## src/rtl/json_drive_streamer.sv

```systemverilog
// Formats {type, left, right} drive commands into a 28-byte JSON frame and streams it over valid/ready.
// Optional idle heartbeat resend of the last frame: define DRIVE_HEARTBEAT_EN.
module json_drive_streamer #(
  parameter int SPEED_W          = 8,
  parameter int MAX_MAG          = 99,
  parameter int TYPE_W           = 4,
  parameter int SKIP_DUP         = 1,
  parameter int HEARTBEAT_CYCLES = 50000000
) (
  input  logic               clk,
  input  logic               reset,
  input  logic               cmd_valid,
  output logic               cmd_ready,
  input  logic [TYPE_W-1:0]  cmd_type,
  input  logic [SPEED_W-1:0] left_speed,
  input  logic [SPEED_W-1:0] right_speed,
  output logic [7:0]         tx_data,
  output logic               tx_valid,
  input  logic               tx_ready,
  output logic               busy,
  output logic               overwrite,
  output logic [15:0]        frames_sent
);

  typedef struct packed {
    logic [3:0] t;
    logic       ln;
    logic [6:0] lm;
    logic       rn;
    logic [6:0] rm;
  } cmd_t;

  typedef enum logic [1:0] {IDLE, LOAD, SEND} state_t;

  // Widen by one bit before negating so the most-negative input cannot overflow.
  function automatic logic [7:0] sat_speed(input logic [SPEED_W-1:0] s);
    logic [SPEED_W:0] ext;
    logic [SPEED_W:0] mag;
    ext = {s[SPEED_W-1], s};
    mag = s[SPEED_W-1] ? -ext : ext;
    if (32'(mag) > MAX_MAG) sat_speed = {s[SPEED_W-1], 7'(MAX_MAG)};
    else                    sat_speed = {s[SPEED_W-1], 7'(mag)};
  endfunction

  state_t     state;
  cmd_t       cur, pend, last, cmd_in;
  logic       pend_valid, last_valid;
  logic [4:0] idx, idx_next;
  logic [3:0] l_tens, l_ones, r_tens, r_ones;
  logic [7:0] next_byte, ls, rs;
  logic       accept, is_dup;

  assign cmd_ready = !reset;
  assign busy      = (state != IDLE);
  assign accept    = cmd_valid && cmd_ready;
  assign is_dup    = (SKIP_DUP != 0) && last_valid && (cmd_in == last);
  assign idx_next  = idx + 5'd1;

  always_comb begin
    ls        = sat_speed(left_speed);
    rs        = sat_speed(right_speed);
    cmd_in.t  = (32'(cmd_type) > 32'd9) ? 4'd9 : 4'(cmd_type);
    cmd_in.ln = ls[7];
    cmd_in.lm = ls[6:0];
    cmd_in.rn = rs[7];
    cmd_in.rm = rs[6:0];
  end

  always_comb begin
    next_byte = 8'h00;
    case (idx_next)
      5'd0:  next_byte = 8'h7B;
      5'd1, 5'd3, 5'd7, 5'd9, 5'd17, 5'd19: next_byte = 8'h22;
      5'd2:  next_byte = 8'h54;
      5'd4, 5'd10, 5'd20: next_byte = 8'h3A;
      5'd5:  next_byte = 8'h30 + {4'd0, cur.t};
      5'd6, 5'd16: next_byte = 8'h2C;
      5'd8:  next_byte = 8'h4C;
      5'd11: next_byte = cur.ln ? 8'h2D : 8'h30;
      5'd12, 5'd22: next_byte = 8'h30;
      5'd13, 5'd23: next_byte = 8'h2E;
      5'd14: next_byte = 8'h30 + {4'd0, l_tens};
      5'd15: next_byte = 8'h30 + {4'd0, l_ones};
      5'd18: next_byte = 8'h52;
      5'd21: next_byte = cur.rn ? 8'h2D : 8'h30;
      5'd24: next_byte = 8'h30 + {4'd0, r_tens};
      5'd25: next_byte = 8'h30 + {4'd0, r_ones};
      5'd26: next_byte = 8'h7D;
      5'd27: next_byte = 8'h0A;
      default: next_byte = 8'h00;
    endcase
  end

`ifdef DRIVE_HEARTBEAT_EN
  localparam int HB_W = $clog2(HEARTBEAT_CYCLES + 1);
  logic [HB_W-1:0] hb_cnt;
  logic            hb_fire;

  assign hb_fire = (state == IDLE) && last_valid && (32'(hb_cnt) == HEARTBEAT_CYCLES - 1);

  always_ff @(posedge clk) begin
    if (reset || state != IDLE || !last_valid || hb_fire || (accept && !is_dup)) hb_cnt <= '0;
    else hb_cnt <= hb_cnt + 1'b1;
  end
`endif

  always_ff @(posedge clk) begin
    if (reset) begin
      state       <= IDLE;
      cur         <= '0;
      pend        <= '0;
      last        <= '0;
      pend_valid  <= 1'b0;
      last_valid  <= 1'b0;
      idx         <= '0;
      l_tens      <= '0;
      l_ones      <= '0;
      r_tens      <= '0;
      r_ones      <= '0;
      tx_data     <= 8'h00;
      tx_valid    <= 1'b0;
      overwrite   <= 1'b0;
      frames_sent <= 16'd0;
    end else begin
      overwrite <= 1'b0;
      case (state)
        IDLE: begin
          tx_valid <= 1'b0;
          if (accept && !is_dup) begin
            cur   <= cmd_in;
            state <= LOAD;
          end
`ifdef DRIVE_HEARTBEAT_EN
          else if (hb_fire) begin
            cur   <= last;
            state <= LOAD;
          end
`endif
        end
        LOAD: begin
          l_tens   <= 4'(cur.lm / 7'd10);
          l_ones   <= 4'(cur.lm % 7'd10);
          r_tens   <= 4'(cur.rm / 7'd10);
          r_ones   <= 4'(cur.rm % 7'd10);
          idx      <= 5'd0;
          tx_valid <= 1'b1;
          tx_data  <= 8'h7B;
          state    <= SEND;
          if (accept) begin
            pend       <= cmd_in;
            pend_valid <= 1'b1;
            overwrite  <= pend_valid;
          end
        end
        default: begin
          if (accept) begin
            pend       <= cmd_in;
            pend_valid <= 1'b1;
            overwrite  <= pend_valid;
          end
          if (tx_ready) begin
            if (idx == 5'd27) begin
              frames_sent <= frames_sent + 16'd1;
              last        <= cur;
              last_valid  <= 1'b1;
              tx_valid    <= 1'b0;
              tx_data     <= 8'h00;
              // Pending is consumed here, so a same-cycle arrival refills it without an overwrite.
              if (pend_valid) begin
                cur       <= pend;
                state     <= LOAD;
                overwrite <= 1'b0;
                if (!accept) pend_valid <= 1'b0;
              end else if (accept) begin
                cur        <= cmd_in;
                pend_valid <= 1'b0;
                state      <= LOAD;
              end else begin
                state <= IDLE;
              end
            end else begin
              idx     <= idx_next;
              tx_data <= next_byte;
            end
          end
        end
      endcase
    end
  end

endmodule

```

## config.mk

```make
export PLATFORM = sky130hd
export DESIGN_NAME = json_drive_streamer
export DESIGN_NICKNAME = d
export VERILOG_FILES = /design/src/rtl/json_drive_streamer.sv
export SDC_FILE = /design/constraint.sdc
export NUM_CORES = 1
export LEC_CHECK = 0
export BUFFER_PORTS_ARGS = -buffer_cell sky130_fd_sc_hd__buf_4
export CELL_PAD_IN_SITES_DETAIL_PLACEMENT = 1
export CELL_PAD_IN_SITES_GLOBAL_PLACEMENT = 2
export CORE_MARGIN = 10
export CORE_UTILIZATION = 35
export DETAILED_ROUTE_END_ITERATION = 16
export PLACE_DENSITY_LB_ADDON = 0.25
export SYNTH_ARGS = -nofsm -noshare
export SYNTH_HDL_FRONTEND = slang
export SYNTH_SLANG_ARGS = --single-unit
```

## constraint.sdc

```tcl
create_clock -name clk -period 3.97 [get_ports clk]
set_input_delay 0.397 -clock clk [delete_from_list [all_inputs] [get_ports clk]]
set_output_delay 0.397 -clock clk [all_outputs]
set_load 0.02 [all_outputs]
```

Word level (Yosys, flattened, before mapping)
Index checks and enable logic that the tools add are counted.
{"block": "classes", "addsub": 9, "n_mul": 0, "n_div": 4, "n_lt_le_gt_ge": 3, "eq_ne": 32, "shifts": 0, "mux": 41, "n_bitwise": 3, "reduce_logical": 27}
{"op": "one-hot mux 7 bit (18 select lines)", "n": 1}
{"op": "two-way mux 20 bit", "n": 5}
{"op": "== test 5 bit, second input constant", "n": 13}
{"op": "== test 5 x 4 -> 1 bit, second input constant", "n": 8}
{"op": "one-hot mux 20 bit (2 select lines)", "n": 1}
{"op": "adder 6 x 4 -> 7 bit, first input constant", "n": 5}
{"op": "== test 20 bit", "n": 1}
{"op": "== test 5 x 3 -> 1 bit, second input constant", "n": 4}
{"op": "two-way mux 5 bit", "n": 4}
{"op": "> comparator 9 x 7 -> 1 bit, second input constant", "n": 2}
{"op": "two-way mux 9 bit", "n": 2}
{"op": "negation 9 bit", "n": 2}
{"op": "adder 16 x 1 -> 16 bit, second input constant", "n": 1}
{"op": "two-way mux 8 bit", "n": 2}
{"op": "one-hot mux 8 bit (2 select lines)", "n": 1}
{"op": "divider 7 x 4 -> 7 bit, second input constant", "n": 2}
{"op": "modulo 7 x 4 -> 7 bit, second input constant", "n": 2}
{"op": "two-way mux 1 bit", "n": 14}
{"op": "two-way mux 7 bit", "n": 2}
{"op": "== test 5 x 2 -> 1 bit, second input constant", "n": 2}
{"op": "one-hot mux 5 bit (2 select lines)", "n": 1}
{"op": "AND reduction 3 bit", "n": 3}
{"op": "nonzero test 3 bit", "n": 3}
{"op": "nonzero test 2 bit", "n": 4}
{"op": "20 further kinds", "n": 34}
{"block": "word_totals", "reg_bits": 111, "latch_bits": 0, "mem_bits_rw": 0, "romBits": 0, "wordCells": 146, "mem_count": 0}

Depth between registers and ports, before layout
Gate-level depths: netlist (run 1).
{"block": "logic_depth", "depth_word": 10, "depth_mapped": 14, "ltp_nobuf": 12}

Worst setup path after synthesis (run 1)
No wires, ideal clock.
{"block": "synth_path", "path_kind": "input to register", "startpoint": "input port left_speed[0]", "endpoint": "register cur[1] (netlist bit)", "setup_time_ps": 123, "arrival_time_ps": 2876, "required_time_ps": 3847, "slack_ps": 971, "cell_stages": 10, "cell_sequence": "inv_1 -> ha_1 -> or4b_4 -> o31a_1 -> nand2b_4 -> and3b_1 -> a2111oi_2 -> nand4_1 -> o31ai_4 -> mux2_1"}
{"block": "synth_between", "elab_chain_cells": 10}
{"item": "from (decl)", "line": "15", "source": "input logic [SPEED_W-1:0] left_speed,"}
{"item": "negation 9 bit", "line": "40", "source": "mag = s[SPEED_W-1] ? -ext : ext;"}
{"item": "two-way mux 9 bit (*)", "line": "40"}
{"item": "> comparator 9 x 7 -> 1 bit", "line": "41", "source": "if (32'(mag) > MAX_MAG) sat_speed = {s[SPEED_W-1], 7'(MAX_MAG)};"}
{"item": "two-way mux 7 bit (*)", "line": "41"}
{"item": "== test 20 bit (*)", "line": "56", "source": "assign is_dup = (SKIP_DUP != 0) && last_valid && (cmd_in == last);"}
{"item": "logical AND 1 bit (*)", "line": "56"}
{"item": "zero test 1 bit (*)", "line": "129", "source": "if (accept && !is_dup) begin"}
{"item": "logical AND 1 bit (*)", "line": "129"}
{"item": "!= test 2 bit (no source line) (*)"}
{"item": "AND reduction 5 bit (no source line) (*)"}
{"item": "to (signal assigned)", "line": "130", "source": "cur <= cmd_in;"}
{"item": "to (signal assigned)", "line": "170", "source": "cur <= pend;"}
{"item": "to (signal assigned)", "line": "175", "source": "cur <= cmd_in;"}
{"item": "to (decl)", "line": "46", "source": "cmd_t cur, pend, last, cmd_in;"}
Mark *: on every way between the ends. The rest lies on a longest branch, timed or not.
A chain may end at the register's enable or synchronous reset.

Worst setup path after layout (run 1)
{"block": "layout_path", "startpoint": "input port left_speed[0]", "endpoint": "register cur[0] (netlist bit)"}
The elaborated chain is that of the path after synthesis.

==> flow_metrics.tcl, run 1 <==
set metrics [dict create \
    power.density_mw_per_mm2 322 \
    cts_made_buffers 9 \
    yosys-top-cells-area "dfxtp_1 (31%), nand2_1 (10%), a21oi_1 (5.3%), o21ai_0 (5.3%), nor2_1 (4.0%)" \
    slew_headroom 0.457 \
    drive_gt1_frac 0.105 \
    syn_nets 1015 \
    synth_edf_count 0 \
    synth_top_area_cell "dfxtp_1" \
    synth_top_area_frac 0.313 \
    fin_tns_setup_ns 0 \
    firstDrtPassIters 5 \
    num-nets-final 1022 \
    grt_pass1_vias 6921 \
    path_class "in2reg" \
    cts_setup_buffers 0 \
    die_y_um 162 \
    final_common_cell "nand2_1" \
    routabilityCongestion 0.839 \
    rsz0062_at_grt "no" \
    grt.overflow.total 0 \
    ctsResizeCount 0 \
    antenna_found_initial 0 \
    min_path_type "in2reg" \
    cts_tree "built" \
    post-layout-total-power_mw 2.54 \
    ir_drop_uv 203 \
    startpoint_type "primary input" \
    status "complete, no violations" \
    yosys_warnings 0 \
    crit_slowest_cell "or4b_4" \
    p_leak_nw 2.91 \
    drc 0 \
    synth-seq-cells 110 \
    rows 51 \
    cts_hold_buf 0 \
    fin_crit_sh 0.810 \
    ys_seq_area_frac 0.313 \
    slowest_delay_ns 0.53 \
    slew_viol_final 0 \
    worstPathCellList "buf_4 > inv_1 > ha_1 > or4b_4 > nor3_2 > o32ai_1 > or3_1 > a2111oi_2 > nand4_1 > o31ai_4 > buf_4 > mux2i_1" \
    syn_area_per_cell_sq_um 7.16 \
    hold_viol 0 \
    tightest_slew_ns 0.815 \
    synthesis.area_sq_mm 0.00703 \
    crit_fanout 20 \
    async_reset_ff_frac 0 \
    p_sw_frac 0.310 \
    cp-end-kind "flip-flop" \
    synth_cells 982 \
    die-area_sq_mm 0.0262 \
    port_buffers 50 \
    clockBufferDepth 2 \
    arrival_ns 3.50 \
    required_ns 4.25 \
    drt_iter0_drc 297 \
    grt_pass1_wl_um 36300 \
    vias_per_cell 5.48 \
    max_freq_mhz 311 \
    cts_sinks 110 \
    ios 52 \
    dp_hpwl_um 16000 \
    cts_root_buf "clkbuf_16" \
    synthToLayoutAreaGrowth_pct 12.2 \
    final_antenna_net_count 0 \
    start_util 0.359 \
    clkTransAtPathRegs_ns 0.09 \
    internal_power_mw 1.75 \
    clkPwrFrac 0.366 \
    ctsHtreeMaxLevel 3 \
    wire_per_inst_um 17.1 \
    seq_power_share 0.470 \
    drv_cap 0 \
    die_w_um 162 \
    clkLatencyLatePin_ns 0.36 \
    num_vias 6901 \
    power.switching_mw 0.786 \
    grt_max_degree 73 \
    wl_um 21600 \
    finalClockSkew_ns 0.0110 \
    synth.distinct_cells 71 \
    final_cell_mix "nand2_1 (187), dfxtp_1 (110), o21ai_0 (75), a21oi_1 (75), nor2_1 (74)" \
    comb_power_share 0.164 \
    gr-usage-all-layers 0.165 \
    synthFlopType "dfxtp_1" \
    fin_crit_ns 3.22 \
    crit_top_cell "buf_4" \
    setup_violations 0 \
    n_antenna_cell 0 \
    fp.coreArea_sq_mm 0.0196 \
]
## cell usage after synthesis (3+ instances only)
| cell type | instances |
|---|---|
| a211oi_1 | 16 |
| a21oi_1 | 75 |
| a221oi_1 | 5 |
| a22oi_1 | 5 |
| a31o_2 | 4 |
| a31oi_1 | 10 |
| a32o_1 | 4 |
| a32oi_1 | 4 |
| and2_1 | 4 |
| and3_1 | 5 |
| buf_1 | 7 |
| clkbuf_1 | 61 |
| dfxtp_1 | 110 |
| ha_1 | 9 |
| inv_1 | 20 |
| mux2i_1 | 26 |
| nand2_1 | 187 |
| nand2b_1 | 16 |
| nand3_1 | 50 |
| nand3b_1 | 5 |
| nand4_1 | 7 |
| nor2_1 | 74 |
| nor2b_1 | 31 |
| nor3_1 | 25 |
| nor3b_1 | 3 |
| nor4_1 | 3 |
| nor4b_1 | 3 |
| nor4bb_1 | 3 |
| o2111ai_1 | 3 |
| o211ai_1 | 12 |
| o21a_1 | 4 |
| o21ai_0 | 75 |
| o21ai_1 | 4 |
| o22a_1 | 4 |
| o22ai_1 | 5 |
| o31ai_1 | 4 |
| o32ai_1 | 3 |
| or2_2 | 4 |
| or3_1 | 16 |
| xnor2_1 | 18 |
| xor2_1 | 18 |
## metal layers
metal  GRT usage  share of wire  vias to the layer above
met5           0              0                        -
met4      0.0409          0.013                        0
met3      0.0192          0.017                       12
met2       0.258           0.45                       68
met1       0.234           0.52                     3347
li1            -              -                     3474
## registers in the layout, summed over array words and instances, names as in the netlist
register and flops:
idx 5, tx_valid 1, last_valid 1, l_tens 4, cur 20, frames_sent 16, tx_data 7, last 20
pend_valid 1, l_ones 4, pend 20, r_tens 4, state 2, overwrite 1, r_ones 4
## power groups by stage
stage	Sequential, mW	Clock (mW)	Combinational [mW]
3_5_place_dp	1.22	0	0.418
2_1_floorplan	1.19	0	0.318
6_report	1.19	0.928	0.416
3_3_place_gp	1.22	0	0.414
4_1_cts	1.19	0.949	0.420
5_1_grt	1.20	0.994	0.470
## critical path, delay by kind of cell
family | cells | cell delay [ns]
AND/OR/NAND/NOR | 4 | 1.26
AO/OA/AOI/OAI | 3 | 0.71
buffers and inverters | 3 | 0.58
adder cells (fa/ha/maj) | 1 | 0.30
multiplexers | 1 | 0.24
## metrics by stage
step	instances	utilization	hold WS (ns)	setup WS, ns	instance area, sq um
floorplan	982	-	0.432	0.971	7030
global placement	1243	0.387	0.444	0.529	7590
detailed placement	1243	0.387	0.448	0.390	7590
CTS	1259	0.403	0.296	0.760	7890
global route	1259	0.403	0.327	0.510	7890
finish	1259	0.403	0.311	0.754	7890
## cell type report
class / instances / area (sq um)
Inverter: 21 / 78.8
Clock buffer: 9 / 225
Tap cell: 265 / 332
Clock inverter: 7 / 75.1
Multi-Input combinational cell: 779 / 4460
Sequential cell: 110 / 2200
Fill cell: 2515 / 11700
Timing Repair Buffer: 68 / 510
## final timing paths
kind	from	end	slack, ns	depth (start not counted)
max	left_speed[0]	cur[0]	0.75	12
min	cmd_valid	pend_valid	0.31	3
max reg2reg	state[1]	cur[0]	0.94	9
min reg2reg	r_tens[3]	r_tens[3]	0.46	2
## logic make-up after synthesis
family                     Yosys count  synth area share
DFF                                110             0.313
AOI/OAI and AO/OA                  258             0.231
buffers and inverters               93            0.0525
xor gates and xnor gates            36            0.0448
other                                1          0.000533
adders and majority gates            9            0.0160
and+or+nand+nor                    446             0.300
muxes                               29            0.0418
Power figures use the tool's default switching activity.
==> run 2, diff against run 1 <==
- clock period: 3.97 -> 3.2 ns (I/O delays scaled with it)
==> run 2 against run 1 <==
Total power rose by 29%. Sequential power rose by 23%. Non-clock buffer count is 28 higher. Via count grew 2.1%. Register-to-register slack worse by 0.49 ns. Cell area grew 3.0%. Routed wire length up 3.1%. Critical path type unchanged.
==> flow_metrics.tcl, run 2 (same netlist as run 1, synthesis figures left out) <==
set metrics [dict create \
    num-nets-final 1050 \
    rows 51 \
    fin_crit_sh 0.876 \
    crit_fanout 12 \
    fp.coreArea_sq_mm 0.0196 \
    antenna_found_initial 0 \
    startpoint_type "primary input" \
    drive_gt1_frac 0.130 \
    clockBufferDepth 2 \
    clkTransAtPathRegs_ns 0.09 \
    wire_per_inst_um 17.3 \
    holdWs_ns 0.220 \
    r2r-end "tx_data[5]" \
    grt_pass1_vias 6892 \
    rsz0062_at_grt "no" \
    ctsResizeCount 0 \
    status "complete, no violations" \
    top_layer_used "met4" \
    final_common_cell "nand2_1" \
    p_leak_nw 3.07 \
    cts_setup_buffers 0 \
    grt_pass1_wl_um 36900 \
    drc 0 \
    power.density_mw_per_mm2 403 \
    setup_violations 0 \
    reg.largest.list "cur (20), last (20), pend (20)" \
    tightest_slew_ns 0.885 \
    num_vias 7045 \
    cts_tree "built" \
    wl_met2_um 10000 \
    ios 52 \
    drt_iter0_drc 427 \
    worstSetupStartpoint "left_speed[0]" \
    slew_headroom 0.408 \
    final_cell_mix "nand2_1 (187), dfxtp_1 (109), buf_4 (96)" \
    cts_made_buffers 9 \
    die-area_sq_mm 0.0262 \
    die_y_um 162 \
    n_antenna_cell 0 \
    vias_per_cell 5.47 \
    cts_root_buf "clkbuf_16" \
    synthToLayoutAreaGrowth_pct 15.6 \
    gr-usage-all-layers 0.169 \
    dr_wl_met3_um 435 \
    final_antenna_net_count 0 \
    die_w_um 162 \
    firstDrtPassIters 5 \
    port_buffers 50 \
    min_path_type "in2reg" \
    cts_hold_buf 0 \
    hold_depth 3 \
    reg2reg_depth 9 \
    fin_crit_ns 2.80 \
    min-delay-start "cmd_valid" \
    wl_um 22300 \
    ir_drop_uv 304 \
    reg2reg_from "idx[0]" \
    max_freq_mhz 357 \
    slew_viol_final 0 \
    path_class "in2reg" \
    fin_util 0.415 \
    ctsHtreeMaxLevel 3 \
    start_util 0.359 \
    hold_viol 0 \
    drv_cap 0 \
    met1Wirelength_um 11500 \
    finalClockSkew_ns 0.0136 \
    clkLatencyLatePin_ns 0.37 \
    cp-end-kind "flip-flop" \
    arrival_ns 3.09 \
    dp_hpwl_um 16400 \
    post-layout-total-power_mw 3.27 \
    required_ns 3.49 \
    rrSetupSlack_ns 0.45 \
    grt_max_degree 73 \
    grt.overflow.total 0 \
    cts_sinks 110 \
    routabilityCongestion 0.816 \
    min_to "pend_valid" \
    fin_tns_setup_ns 0 \
]
-- run 2: changes by cell type in the layout (fill, tap and decap cells not counted) --
| cell | change |
|---|---|
| buf_4 | +28 |
| inv_6 | -4 |
| inv_8 | +2 |
| bufinv_16 | +1 |
| clkinv_4 | +1 |
| dfxtp_1 | -1 |
| dfxtp_2 | +1 |
-- run 2: metal layers --
metal,track usage,vias to the layer above
met2,0.267,77
li1,-,3535
met1,0.239,3418
met5,0,-
met4,0.0471,0
met3,0.0164,15
-- run 2: how the worst max path moves through the flow --
stage                endpoint
global placement       cur[7]
detailed placement    cur[19]
finish                cur[19]
CTS                 l_ones[2]
global route          cur[12]
floorplan              cur[1]
-- run 2: where the power goes --
group          switching [mW]  leakage, nW  internal, mW
Clock                   0.604        0.155         0.635
Combinational           0.338         2.02         0.229
Sequential             0.0513        0.891          1.41
Total                   0.993         3.07          2.28
-- run 2: per-stage QoR --
stage | worst slack [ns] | instance area (sq um) | cells
floorplan | 0.278 | 7030 | 982
global placement | 0.0715 | 7800 | 1271
detailed placement | -0.0208 | 7800 | 1271
CTS | 0.294 | 8120 | 1287
global route | 0.140 | 8130 | 1287
finish | 0.398 | 8130 | 1287
-- run 2: final cells by class --
| class | count | area [sq um] |
|---|---|---|
| clock buffer | 9 | 225 |
| tap | 265 | 332 |
| multi-input combinational | 779 | 4460 |
| fill | 2471 | 11500 |
| sequential | 110 | 2200 |
| inverter | 21 | 78.8 |
| clock inverter | 7 | 101 |
| timing repair buffer | 96 | 721 |
-- run 2: critical path, cell delays in order --
cell	delay (ns)
buf_4	0.11
inv_1	0.08
ha_1	0.17
or4b_4	0.49
nor3_2	0.19
o32ai_1	0.10
or3_1	0.32
a2111oi_2	0.34
nand4_1	0.21
o31ai_4	0.26
buf_4	0.28
mux2i_1	0.21
